`src/rtl/f_cmp_pipe.sv`:
```
// Pipelined FP compare / MIN / MAX unit for single and double operands.
// One operation per cycle; STAGES cycles from accept to ready, with stall and flush.
module f_cmp_pipe #(
   parameter int unsigned STAGES = 2,
   parameter int unsigned TAG_W  = 4
) (
   input  logic             clk,
   input  logic             resetn,
   input  logic             flush,
   input  logic             a_wait,
   input  logic             valid,
   input  logic             opsng,
   input  logic [1:0]       mode,
   input  logic [3:0]       cmp_cond,
   input  logic [63:0]      op_a,
   input  logic [63:0]      op_b,
   input  logic [TAG_W-1:0] tag,
   output logic             busy,
   output logic             ready,
   output logic [TAG_W-1:0] out_tag,
   output logic             result,
   output logic [63:0]      result_val,
   output logic             invalid
);

   localparam int unsigned PD     = (STAGES > 1) ? STAGES - 1 : 1;
   localparam int unsigned EXP_W  = 11;
   localparam int unsigned FRAC_W = 52;

   localparam logic [1:0] MODE_CMP = 2'd0;
   localparam logic [1:0] MODE_MIN = 2'd1;
   localparam logic [1:0] MODE_MAX = 2'd2;

   localparam logic [63:0] QNAN_S = 64'h0000_0000_7FC0_0000;
   localparam logic [63:0] QNAN_D = 64'h7FF8_0000_0000_0000;

   typedef struct packed {
      logic              sign;
      logic [EXP_W-1:0]  exp;
      logic [FRAC_W-1:0] frac;
      logic              nan;
      logic              snan;
      logic              zero;
   } cls_t;

   typedef struct packed {
      logic [TAG_W-1:0] tag;
      logic [1:0]       mode;
      logic [3:0]       cond;
      logic             sngl;
      logic [63:0]      a;
      logic [63:0]      b;
      logic             sign_a;
      logic             sign_b;
      logic             nan_a;
      logic             nan_b;
      logic             snan_a;
      logic             snan_b;
      logic             zero_a;
      logic             zero_b;
      logic             exp_eq;
      logic             exp_lt;
      logic             frac_eq;
      logic             frac_lt;
   } stage_t;

   typedef struct packed {
      logic        result;
      logic [63:0] val;
      logic        invalid;
   } res_t;

   // Unpack one operand into sign/exp/frac (single widened into the double fields).
   function automatic cls_t classify(input logic sngl, input logic [63:0] x);
      cls_t c;
      logic exp_ones;
      logic frac_msb;
      if (sngl) begin
         c.sign   = x[31];
         c.exp    = EXP_W'(x[30:23]);
         c.frac   = FRAC_W'(x[22:0]);
         exp_ones = &x[30:23];
         frac_msb = x[22];
      end else begin
         c.sign   = x[63];
         c.exp    = x[62:52];
         c.frac   = x[51:0];
         exp_ones = &x[62:52];
         frac_msb = x[51];
      end
      c.nan  = exp_ones & (|c.frac);
      c.snan = c.nan & ~frac_msb;
      c.zero = ~(|c.exp) & ~(|c.frac);
      return c;
   endfunction

   // Final evaluation from the registered classification and magnitude partials.
   function automatic res_t evaluate(input stage_t s);
      res_t        r;
      logic        mag_eq;
      logic        mag_lt;
      logic        mag_gt;
      logic        tot_lt;
      logic        unord;
      logic        both_zero;
      logic        eq;
      logic        lt;
      logic [63:0] qnan;

      mag_eq    = s.exp_eq & s.frac_eq;
      mag_lt    = s.exp_lt | (s.exp_eq & s.frac_lt);
      mag_gt    = ~mag_lt & ~mag_eq;
      unord     = s.nan_a | s.nan_b;
      both_zero = s.zero_a & s.zero_b;
      qnan      = s.sngl ? QNAN_S : QNAN_D;

      // Total sign-magnitude order in which -0 sorts below +0.
      case ({s.sign_a, s.sign_b})
         2'b10:   tot_lt = 1'b1;
         2'b01:   tot_lt = 1'b0;
         2'b00:   tot_lt = mag_lt;
         default: tot_lt = mag_gt;
      endcase

      eq = ~unord & (((s.sign_a == s.sign_b) & mag_eq) | both_zero);
      lt = ~unord & ~eq & tot_lt;

      r = '0;
      case (s.mode)
         MODE_CMP: begin
            r.result  = (s.cond[0] & unord) | (s.cond[1] & eq) | (s.cond[2] & lt);
            r.invalid = unord & (s.cond[3] | s.snan_a | s.snan_b);
         end
         MODE_MIN, MODE_MAX: begin
            if (s.nan_a & s.nan_b)
               r.val = qnan;
            else if (s.nan_a)
               r.val = s.b;
            else if (s.nan_b)
               r.val = s.a;
            else if (s.mode == MODE_MIN)
               r.val = tot_lt ? s.a : s.b;
            else
               r.val = tot_lt ? s.b : s.a;
            r.invalid = s.snan_a | s.snan_b;
         end
         default: r = '0;
      endcase
      return r;
   endfunction

   cls_t                cls_a;
   cls_t                cls_b;
   stage_t              s_in;
   stage_t              ev_src;
   res_t                ev;
   stage_t              pipe [PD];
   logic [STAGES-1:0]   vld;
   logic [STAGES-1:0]   vld_nxt;

   // Stage-1 payload: classification plus exponent/fraction compare partials.
   always_comb begin
      cls_a          = classify(opsng, op_a);
      cls_b          = classify(opsng, op_b);
      s_in           = '0;
      s_in.tag       = tag;
      s_in.mode      = mode;
      s_in.cond      = cmp_cond;
      s_in.sngl      = opsng;
      s_in.a         = opsng ? {32'd0, op_a[31:0]} : op_a;
      s_in.b         = opsng ? {32'd0, op_b[31:0]} : op_b;
      s_in.sign_a    = cls_a.sign;
      s_in.sign_b    = cls_b.sign;
      s_in.nan_a     = cls_a.nan;
      s_in.nan_b     = cls_b.nan;
      s_in.snan_a    = cls_a.snan;
      s_in.snan_b    = cls_b.snan;
      s_in.zero_a    = cls_a.zero;
      s_in.zero_b    = cls_b.zero;
      s_in.exp_eq    = (cls_a.exp == cls_b.exp);
      s_in.exp_lt    = (cls_a.exp < cls_b.exp);
      s_in.frac_eq   = (cls_a.frac == cls_b.frac);
      s_in.frac_lt   = (cls_a.frac < cls_b.frac);
   end

   generate
      if (STAGES == 1) begin : g_flat
         assign ev_src = s_in;
      end else begin : g_piped
         assign ev_src = pipe[PD-1];
      end
   endgenerate

   assign ev    = evaluate(ev_src);
   assign ready = vld[STAGES-1];

   // Valid-bit shift; flush beats stall, stall freezes everything.
   always_comb begin
      vld_nxt = vld;
      if (flush) begin
         vld_nxt = '0;
      end else if (!a_wait) begin
         vld_nxt[0] = valid;
         for (int unsigned k = 1; k < STAGES; k++)
            vld_nxt[k] = vld[k-1];
      end
   end

   always_ff @(posedge clk) begin
      if (!resetn) begin
         vld        <= '0;
         busy       <= 1'b0;
         out_tag    <= '0;
         result     <= 1'b0;
         result_val <= '0;
         invalid    <= 1'b0;
      end else begin
         vld  <= vld_nxt;
         busy <= |vld_nxt;
         if (!flush && !a_wait) begin
            pipe[0] <= s_in;
            for (int unsigned k = 1; k < PD; k++)
               pipe[k] <= pipe[k-1];
            out_tag    <= ev_src.tag;
            result     <= ev.result;
            result_val <= ev.val;
            invalid    <= ev.invalid;
         end
      end
   end

endmodule
```
`config.mk`:
```
export PLATFORM = sky130hd
export DESIGN_NAME = f_cmp_pipe
export DESIGN_NICKNAME = d
export VERILOG_FILES = /design/src/rtl/f_cmp_pipe.sv
export SDC_FILE = /design/constraint.sdc
export NUM_CORES = 1
export LEC_CHECK = 0
export BUFFER_PORTS_ARGS = -buffer_cell sky130_fd_sc_hd__buf_2
export CORE_MARGIN = 2
export CORE_UTILIZATION = 32
export CTS_CLUSTER_DIAMETER = 50
export CTS_CLUSTER_SIZE = 20
export DETAILED_ROUTE_END_ITERATION = 10
export HOLD_SLACK_MARGIN = 0.12
export PLACE_DENSITY = 0.62
export SYNTH_ARGS = -nofsm -noshare
export SYNTH_HDL_FRONTEND = slang
export SYNTH_SLANG_ARGS = --single-unit
```
`constraint.sdc`:
```
create_clock -name clk -period 8.8 [get_ports clk]
set_input_delay 1.76 -clock clk [delete_from_list [all_inputs] [get_ports clk]]
set_output_delay 1.76 -clock clk [all_outputs]
set_load 0.01 [all_outputs]
```
==> results of run 1 <==
state kept, by name, summed over array words and instances (netlist names):
name        count
result          1
busy            1
invalid         1
result_val     64
vld             2
pipe          151
out_tag         4
cells in the final DEF, fill, tap and decap left out, drive strengths merged, types with 2 or more instances in the layout:
master   instances
a21o             9
inv             68
clkinv           8
nand3           21
nor4            30
nor4b            2
or4              3
buf            223
a221oi           2
nand2b           2
nor2            13
or2              2
diode            3
nor3            30
a21oi           32
o31ai           12
nand4           27
a21boi           5
o21bai           3
bufinv           3
a2111oi          2
nor2b           98
o221ai           2
o21a            18
clkbuf          34
nand2          142
o211ai          87
a211oi          17
o21ai           31
and2             2
edfxtp         151
mux2i            3
ha              69
a2bb2oi          2
dfxtp           73
and3             2
final cells by class:
class	count	area share, %
diodes	3	0.0560
clock buffers	34	5.70
clock inverters	19	1.61
inverters	61	1.71
multi-input cells	682	33.5
flip-flops and latches	224	44.7
well taps	455	4.25
repair buffers	223	8.49
metrics by stage:
| step | total power (W) | setup WS (ns) |
|---|---|---|
| CTS | 0.00268 | 4.50 |
| global route | 0.00275 | 4.21 |
| floorplan | 0.00136 | 2.12 |
| global placement | 0.00147 | 4.03 |
| finish | 0.00266 | 4.47 |
| detailed placement | 0.00148 | 3.92 |
power groups by stage:
stage / clock [W] / combinational [W] / sequential [W]
floorplan: 0 / 0.000147 / 0.00121
global placement: 0 / 0.000265 / 0.00121
detailed placement: 0 / 0.000268 / 0.00121
CTS: 0.00123 / 0.000269 / 0.00119
global route: 0.00127 / 0.000297 / 0.00119
finish: 0.00120 / 0.000267 / 0.00119
routing by layer:
metal  wire length, µm  part of all wire, %  vias to the layer above
li1                  -                    -                     4177
met1             14900                   43                     4250
met2             16100                   47                      313
met3              2400                  7.0                       57
met4              1060                  3.1                        2
met5                13                0.038                        -
worst reg2reg max path, stage by stage, from the launching register on:
cell and delay [ns]:
edfxtp_1 0.36, inv_1 0.07, ha_1 0.22, o21bai_1 0.17
a2bb2oi_2 0.34, xnor2_2 0.30, o21ai_4 0.54, buf_4 0.47
o211ai_1 0.18
worst min path at each step:
stage / start / to / slack, ns / cells past startpoint
2_1_floorplan: pipe[0][100]$_DFFE_PP_ / result_val[24]$_SDFFE_PN0P_ / 0.48 / 2
3_3_place_gp: result_val[52]$_SDFFE_PN0P_ / result_val[52]$_SDFFE_PN0P_ / 0.43 / 2
3_5_place_dp: result_val[56]$_SDFFE_PN0P_ / result_val[56]$_SDFFE_PN0P_ / 0.44 / 2
4_1_cts: result_val[56]$_SDFFE_PN0P_ / result_val[56]$_SDFFE_PN0P_ / 0.45 / 2
5_1_grt: result_val[33]$_SDFFE_PN0P_ / result_val[33]$_SDFFE_PN0P_ / 0.48 / 2
6_report: result_val[56]$_SDFFE_PN0P_ / result_val[56]$_SDFFE_PN0P_ / 0.45 / 2
kinds of logic after synthesis:
family / Yosys count
flip-flops: 224
AO/OA/AOI/OAI: 228
adder cells (fa/ha/maj): 69
AND/OR/NAND/NOR: 380
buffers and inverters: 120
XOR/XNOR: 1
multiplexers: 4
==> out/qor.yml, run 1 <==
worst_setup_path:
  slowest_stage: "buf_4"
  r2r_slack_ns: 6.02
  required_ns: 9.04
  arrival_ns: 4.57
  cp_cell_sequence: "buf_4, buf_4, inv_1, nand2_1, ha_1, nand4_1, nor4_1, inv_1, nor4_1, a211oi_1"
  critical_path.endpoint_type: "register"
  crit_path_start: "opsng"
  cp_top_family: "buffers and inverters"
  reg2regPathDepth: 8
  timing.rr.end: "result_val[8]$_SDFFE_PN0P_"
  cp_num_buf_inv: 4
  criticalPathCategory: "input port to register"
  timing.rr.start: "pipe[0][10]$_DFFE_PP_"
  crit_fanout: 98
  cp.depth: 10
  cp_slowest_stage_delay_ns: 0.77
  critPathLaunchType: "input port"
  endpoint: "pipe[0][0]$_DFFE_PP_"
cts:
  ctsHoldBuffers: 0
  tritoncts: "built"
  cts_resized: 0
  cts_setup_buffers: 0
  clockBufferDepth: 3
  numCtsBuffers: 29
  clkSlewWorstSetupHoldPaths_ns: 0.06
  ctsRootBufferMaster: "clkbuf_16"
  clkSinkCount: 224
  clock_latency_ns: 0.54
  cts_htree_levels: 1
detailed_routing:
  wl_per_cell_um: 20.3
  drt_pass1_iterations: 5
  drtIter0Drc: 496
  post-route-drc-count: 0
  avgViaCountPerCell: 5.17
  dr_total_vias: 8799
  antenna_left: 0
  finalWirelength_mm: 34.5
layout:
  area_delta_synth_final_pct: 21.5
  final_layout_size_suffix_gt1_share_pct: 23.1
  fin_util_pct: 39.1
  fill_cells: 3362
  layoutNonFillerInstCount: 1701
  multi_input_area_um2: 4480
  regArea_um2: 6000
  nets: 1434
  final_cell_area_um2: 13400
synth:
  synth.area.top_cells: "edfxtp_1 41%, dfxtp_1 13%, ha_1 7.8%"
  syn_nets: 1239
  synth-edff-count: 151
  yosys.area.top_type: "edfxtp_1"
  synthArstFlopShare_pct: 0
  yosysSeqAreaShare_pct: 54.3
  synth_commonest_cells: "151 x edfxtp_1, 142 x nand2_1, 98 x nor2b_1, 85 x o211ai_1, 73 x dfxtp_1"
  synthAdderAreaFrac_pct: 7.82
  yosys.area.top_type_share_pct: 41.1
  yosysUniqueCellTypes: 59
  synthCells: 1026
  synth_most_common_cell: "edfxtp_1"
  synth-compound-area-share_pct: 14.5
  synth_top_family_by_area: "simple AND/OR/NAND/NOR gates"
  yosys_most_used_dff: "edfxtp_1"
  syn_area_um2: 11000
  synthMuxAreaShare_pct: 0.408
  yosys.area_share.simple_pct: 17.7
  synthXorXnorAreaFrac_pct: 0.147
  synth_seq_cells: 224
  avgSynthCellArea_um2: 10.8
  yosysWarningCount: 0
die:
  die_h_um: 190
  die_w_um: 190
  core_area_um2: 34300
  initial_core_util_pct: 32.2
  rows: 68
  io-pin-count: 216
  die-area_um2: 36000
sta:
  holdWs_ns: 0.449
  relSlewSlack_pct: 33.2
  min_period_ns: 4.33
  hold_violations: 0
  drv_slew: 0
  setup_viol: 0
  rsz0062_at_grt: "false"
  finalCritPeriodShare_pct: 49.2
  setup_tns_ns: 0
  worst_pin_slew_ns: 1.00
  fmax_mhz: 231
  fin_worst_skew_ns: 0.0172
global_route:
  overflow: 0
  grt_pass1_wl_mm: 50.8
  grt_max_degree: 99
  busiest_layer: "met2"
  grt_pass1_vias: 8532
  track_usage_pct: 18.7
  met2_usage_pct: 31.3
  grtUsageMet3_pct: 3.54
  use_met1_pct: 24.5
  antenna_found_initial: 4
min_path:
  hp-class: "register to register"
job:
  maxCapViolCount: 0
power_and_ir_drop:
  power.leakage_nw: 5.11
  p_int_w: 0.00199
  p_sw_share_pct: 25.1
  pwr-share-comb_pct: 10.1
  pwr-share-seq_pct: 44.6
  clockPowerShare_pct: 45.3
  switchingPower_w: 0.000667
  p_per_area_nw_per_um2: 198
  ir_worst_vdd_uv: 145
placed_design:
  gp_congestion: 0.892
  hpwlAfterDp_mm: 25.1
  numPortBuffers: 215
  post_dp_cell_area_um2: 12400
  place_inst: 1645
status:
  status: "complete, no violations"
(Power assumes the default switching activity.)
==> run 2: changes to the inputs <==
--- a/config.mk
+++ b/config.mk
@@ -12,7 +12,7 @@
 export CTS_CLUSTER_SIZE = 20
 export DETAILED_ROUTE_END_ITERATION = 10
 export HOLD_SLACK_MARGIN = 0.12
-export PLACE_DENSITY = 0.62
+export PLACE_DENSITY = 0.64
 export SYNTH_ARGS = -nofsm -noshare
 export SYNTH_HDL_FRONTEND = slang
 export SYNTH_SLANG_ARGS = --single-unit
==> constraint.sdc (replaced) <==
create_clock -name clk -period 3.7 [get_ports clk]
set_input_delay 0.74 -clock clk [delete_from_list [all_inputs] [get_ports clk]]
set_output_delay 0.74 -clock clk [all_outputs]
set_load 0.01 [all_outputs]
==> out/qor.yml, run 2 (synthesis results as in run 1) <==
cts:
  clock_latency_ns: 0.58
  cts_htree_levels: 1
  cts_resized: 0
  clkSinkCount: 224
  ctsRootBufferMaster: "clkbuf_16"
  clockBufferDepth: 3
  numCtsBuffers: 29
  ctsHoldBuffers: 0
  clkSlewWorstSetupHoldPaths_ns: 0.07
  cts_setup_buffers: 0
  tritoncts: "built"
sta:
  drv_slew: 0
  rsz0062_at_grt: "false"
  relSlewSlack_pct: 38.9
  worst_pin_slew_ns: 0.911
  fin_worst_skew_ns: 0.0349
  setup_tns_ns: 0
  hold_violations: 0
  fmax_mhz: 368
  setup_viol: 0
  min_period_ns: 2.72
  holdWs_ns: 0.349
  finalCritPeriodShare_pct: 73.5
global_route:
  grt_max_degree: 153
  track_usage_pct: 18.5
  overflow: 0
  grt_pass1_vias: 8633
  grt_pass1_wl_mm: 50.8
  antenna_found_initial: 3
power_and_ir_drop:
  p_int_w: 0.00458
  clockPowerShare_pct: 45.8
  switchingPower_w: 0.00180
  p_sw_share_pct: 28.2
  pwr-share-comb_pct: 10.1
  power.leakage_nw: 5.16
  ir_worst_vdd_uv: 377
  pwr-share-seq_pct: 44.1
  p_per_area_nw_per_um2: 472
layout:
  fill_cells: 3309
  regArea_um2: 6000
  area_delta_synth_final_pct: 22.6
  final_cell_mix: "214 x buf_2, 151 x edfxtp_1, 142 x nand2_1, 98 x nor2b_1, 85 x o211ai_1"
  nets: 1436
  reg_top3: "pipe: 151 flops, result_val: 64 flops, out_tag: 4 flops"
  multi_input_area_um2: 4480
  final_common_cell: "buf_2"
  largest_reg_flops: 151
  final_layout_size_suffix_gt1_share_pct: 23.5
  regMostFlops: "pipe"
worst_setup_path:
  r2r_slack_ns: 1.09
  criticalPathCategory: "input port to register"
  critical_path.endpoint_type: "register"
  timing.rr.start: "pipe[0][11]$_DFFE_PP_"
  required_ns: 4.06
  crit_fanout: 36
  timing.rr.end: "result_val[3]$_SDFFE_PN0P_"
  reg2regPathDepth: 7
  critPathLaunchType: "input port"
  arrival_ns: 3.08
die:
  die_w_um: 190
  die_h_um: 190
  rows: 68
  initial_core_util_pct: 32.2
  die-area_um2: 36000
  io-pin-count: 216
  core_area_um2: 34300
detailed_routing:
  drtIter0Drc: 548
  drt_pass1_iterations: 5
  post-route-drc-count: 0
  avgViaCountPerCell: 5.20
  wl_per_cell_um: 20.0
  antenna_left: 0
  dr_total_vias: 8856
  finalWirelength_mm: 34.1
min_path:
  whs_endpoint: "pipe[0][143]$_DFFE_PP_"
  holdCritStartpoint: "cmp_cond[2]"
  hp-class: "input port to register"
  whs_path_depth: 1
placed_design:
  hpwlAfterDp_mm: 24.5
  numPortBuffers: 215
  gp_congestion: 0.911
status:
  status: "complete, no violations"
job:
  maxCapViolCount: 0
run 2: cell types whose count changed in the layout (fill, tap and decap cells not counted):
cell,previous run,this run
inv_16,0,2
clkinv_4,3,1
bufinv_16,3,0
clkinv_2,4,1
clkbuf_1,3,0
clkbuf_8,2,0
inv_6,4,7
clkinv_8,0,7
buf_4,9,6
diode_2,3,2
buf_12,0,5
inv_12,0,2
run 2: area by class of cell:
type / count / share of cell area, %
multi-input combinational: 682 / 33.1
clock inverter: 25 / 2.27
inverter: 61 / 1.69
timing repair buffer: 225 / 8.99
tap: 455 / 4.21
antenna: 2 / 0.0370
clock buffer: 29 / 5.36
sequential: 224 / 44.3
run 2: power groups by stage:
stage | clock (W) | sequential [W] | combinational, W
2_1_floorplan | 0 | 0.00287 | 0.000349
3_3_place_gp | 0 | 0.00287 | 0.000637
3_5_place_dp | 0 | 0.00287 | 0.000643
4_1_cts | 0.00297 | 0.00281 | 0.000647
5_1_grt | 0.00307 | 0.00282 | 0.000709
6_report | 0.00292 | 0.00281 | 0.000645
run 2: worst max-delay path, stage by stage:
cell and delay (ns):
buf_4 0.23, buf_12 0.22, nor2b_1 0.15, inv_1 0.06
ha_1 0.29, nand4_1 0.12, or3_1 0.47, nor4_1 0.32
nand2_1 0.19, nor4_1 0.27
run 2: through the flow:
stage	util [%]	cells	setup WS, ns	instance area (µm²)	total power [W]
after floorplan	-	1026	0.415	11000	0.00322
after global placement	36.4	1647	0.531	12500	0.00350
after detailed placement	36.4	1647	0.427	12500	0.00351
after CTS	39.5	1701	1.02	13500	0.00644
after global routing	39.5	1703	0.765	13500	0.00660
final	39.5	1703	0.979	13500	0.00638
run 2: how the worst max path moves through the flow:
stage | start | to | slack (ns) | cells past startpoint
floorplan | opsng | pipe[0][0]$_DFFE_PP_ | 0.42 | 11
global placement | opsng | pipe[0][1]$_DFFE_PP_ | 0.53 | 10
detailed placement | opsng | pipe[0][1]$_DFFE_PP_ | 0.43 | 10
CTS | opsng | pipe[0][1]$_DFFE_PP_ | 1.02 | 10
global route | opsng | pipe[0][1]$_DFFE_PP_ | 0.77 | 10
finish | opsng | pipe[0][1]$_DFFE_PP_ | 0.98 | 10
run 2: per-layer routing:
layer | routed length, µm | track usage, % | part of all wire, % | up-vias
li1 | - | - | - | 4193
met1 | 14600 | 24.5 | 43 | 4246
met2 | 15900 | 30.8 | 47 | 355
met3 | 2710 | 3.69 | 7.9 | 60
met4 | 905 | 5.25 | 2.7 | 2
met5 | 11 | 0 | 0.032 | -
==> run 3: changes to the inputs <==
--- a/config.mk
+++ b/config.mk
@@ -5,6 +5,7 @@
 export SDC_FILE = /design/constraint.sdc
 export NUM_CORES = 1
 export LEC_CHECK = 0
+export ABC_AREA = 1
 export BUFFER_PORTS_ARGS = -buffer_cell sky130_fd_sc_hd__buf_2
 export CORE_MARGIN = 2
 export CORE_UTILIZATION = 32
@@ -12,7 +13,7 @@
 export CTS_CLUSTER_SIZE = 20
 export DETAILED_ROUTE_END_ITERATION = 10
 export HOLD_SLACK_MARGIN = 0.12
-export PLACE_DENSITY = 0.64
+export PLACE_DENSITY = 0.62
 export SYNTH_ARGS = -nofsm -noshare
 export SYNTH_HDL_FRONTEND = slang
 export SYNTH_SLANG_ARGS = --single-unit
==> constraint.sdc (replaced) <==
create_clock -name clk -period 2.8 [get_ports clk]
set_input_delay 0.56 -clock clk [delete_from_list [all_inputs] [get_ports clk]]
set_output_delay 0.56 -clock clk [all_outputs]
set_load 0.01 [all_outputs]
==> out/qor.yml, run 3 <==
status:
  status: "complete, no violations"
global_route:
  grt_pass1_vias: 9202
  overflow: 0
  antenna_found_initial: 3
  grt_pass1_wl_mm: 53.1
  track_usage_pct: 18.6
  grt_max_degree: 73
cts:
  tritoncts: "built"
  cts_setup_buffers: 0
  numCtsBuffers: 26
  ctsHoldBuffers: 0
  ctsRootBufferMaster: "clkbuf_16"
  clock_latency_ns: 0.55
  cts_resized: 0
  clockBufferDepth: 3
  cts_htree_levels: 1
  clkSinkCount: 224
  clkSlewWorstSetupHoldPaths_ns: 0.07
sta:
  finalCritPeriodShare_pct: 83.3
  rsz0062_at_grt: "false"
  drv_slew: 0
  fin_worst_skew_ns: 0.0148
  setup_tns_ns: 0
  fmax_mhz: 429
  hold_violations: 0
  relSlewSlack_pct: 46.0
  worst_pin_slew_ns: 0.810
  min_period_ns: 2.33
  setup_viol: 0
  holdWs_ns: 0.191
synth:
  synth_most_common_cell: "inv_1"
  yosys.area.top_type: "edfxtp_1"
  yosys.area.top_type_share_pct: 39.7
  yosysWarningCount: 0
  synthArstFlopShare_pct: 0
  synth-edff-count: 151
  synth.area.top_cells: "edfxtp_1 40%, dfxtp_1 13%, inv_1 8.4%"
  syn_nets: 1551
  yosysSeqAreaShare_pct: 52.6
  synth_commonest_cells: "255 x inv_1, 215 x nand2_1, 160 x nor2_1, 154 x nand3_1, 151 x edfxtp_1"
  syn_area_um2: 11400
  avgSynthCellArea_um2: 8.53
  synth_seq_cells: 224
  yosysUniqueCellTypes: 36
  synthCells: 1338
  yosys_most_used_dff: "edfxtp_1"
worst_setup_path:
  critPathLaunchType: "register"
  arrival_ns: 2.72
  critical_path.endpoint_type: "register"
  required_ns: 3.19
  criticalPathCategory: "register to register"
  timing.rr.start: "pipe[0][11]$_DFFE_PP_"
  crit_fanout: 31
  crit_path_start: "pipe[0][11]$_DFFE_PP_"
die:
  initial_core_util_pct: 32.3
  die_w_um: 193
  die-area_um2: 37200
  die_h_um: 193
  io-pin-count: 216
  core_area_um2: 35300
  rows: 69
layout:
  final_cell_mix: "253 x inv_1, 215 x nand2_1, 215 x buf_2, 158 x nor2_1, 154 x nand3_1"
  final_layout_size_suffix_gt1_share_pct: 19.1
  reg_top3: "pipe: 151 flops, result_val: 64 flops, out_tag: 4 flops"
  final_common_cell: "inv_1"
  layoutNonFillerInstCount: 2034
  nets: 1764
  regMostFlops: "pipe"
  largest_reg_flops: 151
  fill_cells: 3580
  area_delta_synth_final_pct: 23.0
  multi_input_area_um2: 4190
  regArea_um2: 6000
  fin_util_pct: 39.7
detailed_routing:
  drtIter0Drc: 648
  post-route-drc-count: 0
  dr_total_vias: 9642
  finalWirelength_mm: 34.8
  wl_per_cell_um: 17.1
  drt_pass1_iterations: 7
  avgViaCountPerCell: 4.74
  antenna_left: 0
min_path:
  holdCritStartpoint: "cmp_cond[0]"
  hp-class: "input port to register"
placed_design:
  hpwlAfterDp_mm: 26.3
  numPortBuffers: 215
  gp_congestion: 0.899
  place_inst: 1984
power_and_ir_drop:
  power.leakage_nw: 6.51
  p_per_area_nw_per_um2: 591
  power_w: 0.00829
  ir_worst_vdd_uv: 429
job:
  maxCapViolCount: 0
-- run 3: changes by cell type in the layout (fill, tap and decap cells not counted), moves of 18 or more --
cell | previous run | this run
nand3_1 | 21 | 154
nor2_1 | 12 | 158
o211ai_1 | 85 | 0
a21oi_1 | 32 | 110
nor4_1 | 30 | 12
nand2_1 | 142 | 215
inv_1 | 61 | 253
nor2b_1 | 98 | 0
-- run 3: kinds of logic after synthesis --
kind of cell | Yosys count | synth area share (%)
buf+inv | 312 | 10.9
simple gates | 584 | 22.1
compound gates | 149 | 6.90
flops | 224 | 52.6
fa+ha+maj | 69 | 7.57
-- run 3: worst paths after layout --
check,cells after the start,slack (ns),endpoint
max,10,0.47,result_val[37]$_SDFFE_PN0P_
min,1,0.19,pipe[0][141]$_DFFE_PP_
max reg2reg,10,0.47,result_val[37]$_SDFFE_PN0P_
min reg2reg,2,0.46,result_val[2]$_SDFFE_PN0P_
-- run 3: area by class of cell --
cell class	instances	area share, %
Antenna cell	2	0.0357
Clock buffer	27	4.73
Inverter	258	6.92
Sequential cell	224	42.7
Tap cell	461	4.11
Clock inverter	21	1.97
Timing Repair Buffer	239	9.66
Multi-Input combinational cell	802	29.8
-- run 3: critical path, cell delays in order (launching register included) --
cell,delay [ns]
edfxtp_1,0.42
ha_1,0.21
nor2_1,0.10
nand2_1,0.08
nand3_1,0.09
nand3_2,0.38
nand2_2,0.18
buf_4,0.37
nand2_1,0.12
nand3_1,0.11
a21oi_1,0.07
-- run 3: layer usage --
layer  track usage [%]  wire, µm  vias to the layer above
met1              24.4     15100                     4484
met4              6.08      1010                        2
li1                  -         -                     4813
met3              2.96      2230                       57
met2              31.3     16500                      286
met5                 0         7                        -
-- run 3: through the flow --
step	setup slack [ns]	area, µm²
2_1_floorplan	-0.790	11400
3_3_place_gp	0.141	13100
3_5_place_dp	0.134	13100
4_1_cts	0.439	14000
5_1_grt	0.216	14000
6_report	0.466	14000
-- run 3: power breakdown --
part / switching (W) / internal [W] / total (W)
sequential: 0.0000418 / 0.00367 / 0.00371
combinational: 0.000601 / 0.000324 / 0.000925
clock: 0.00157 / 0.00209 / 0.00366
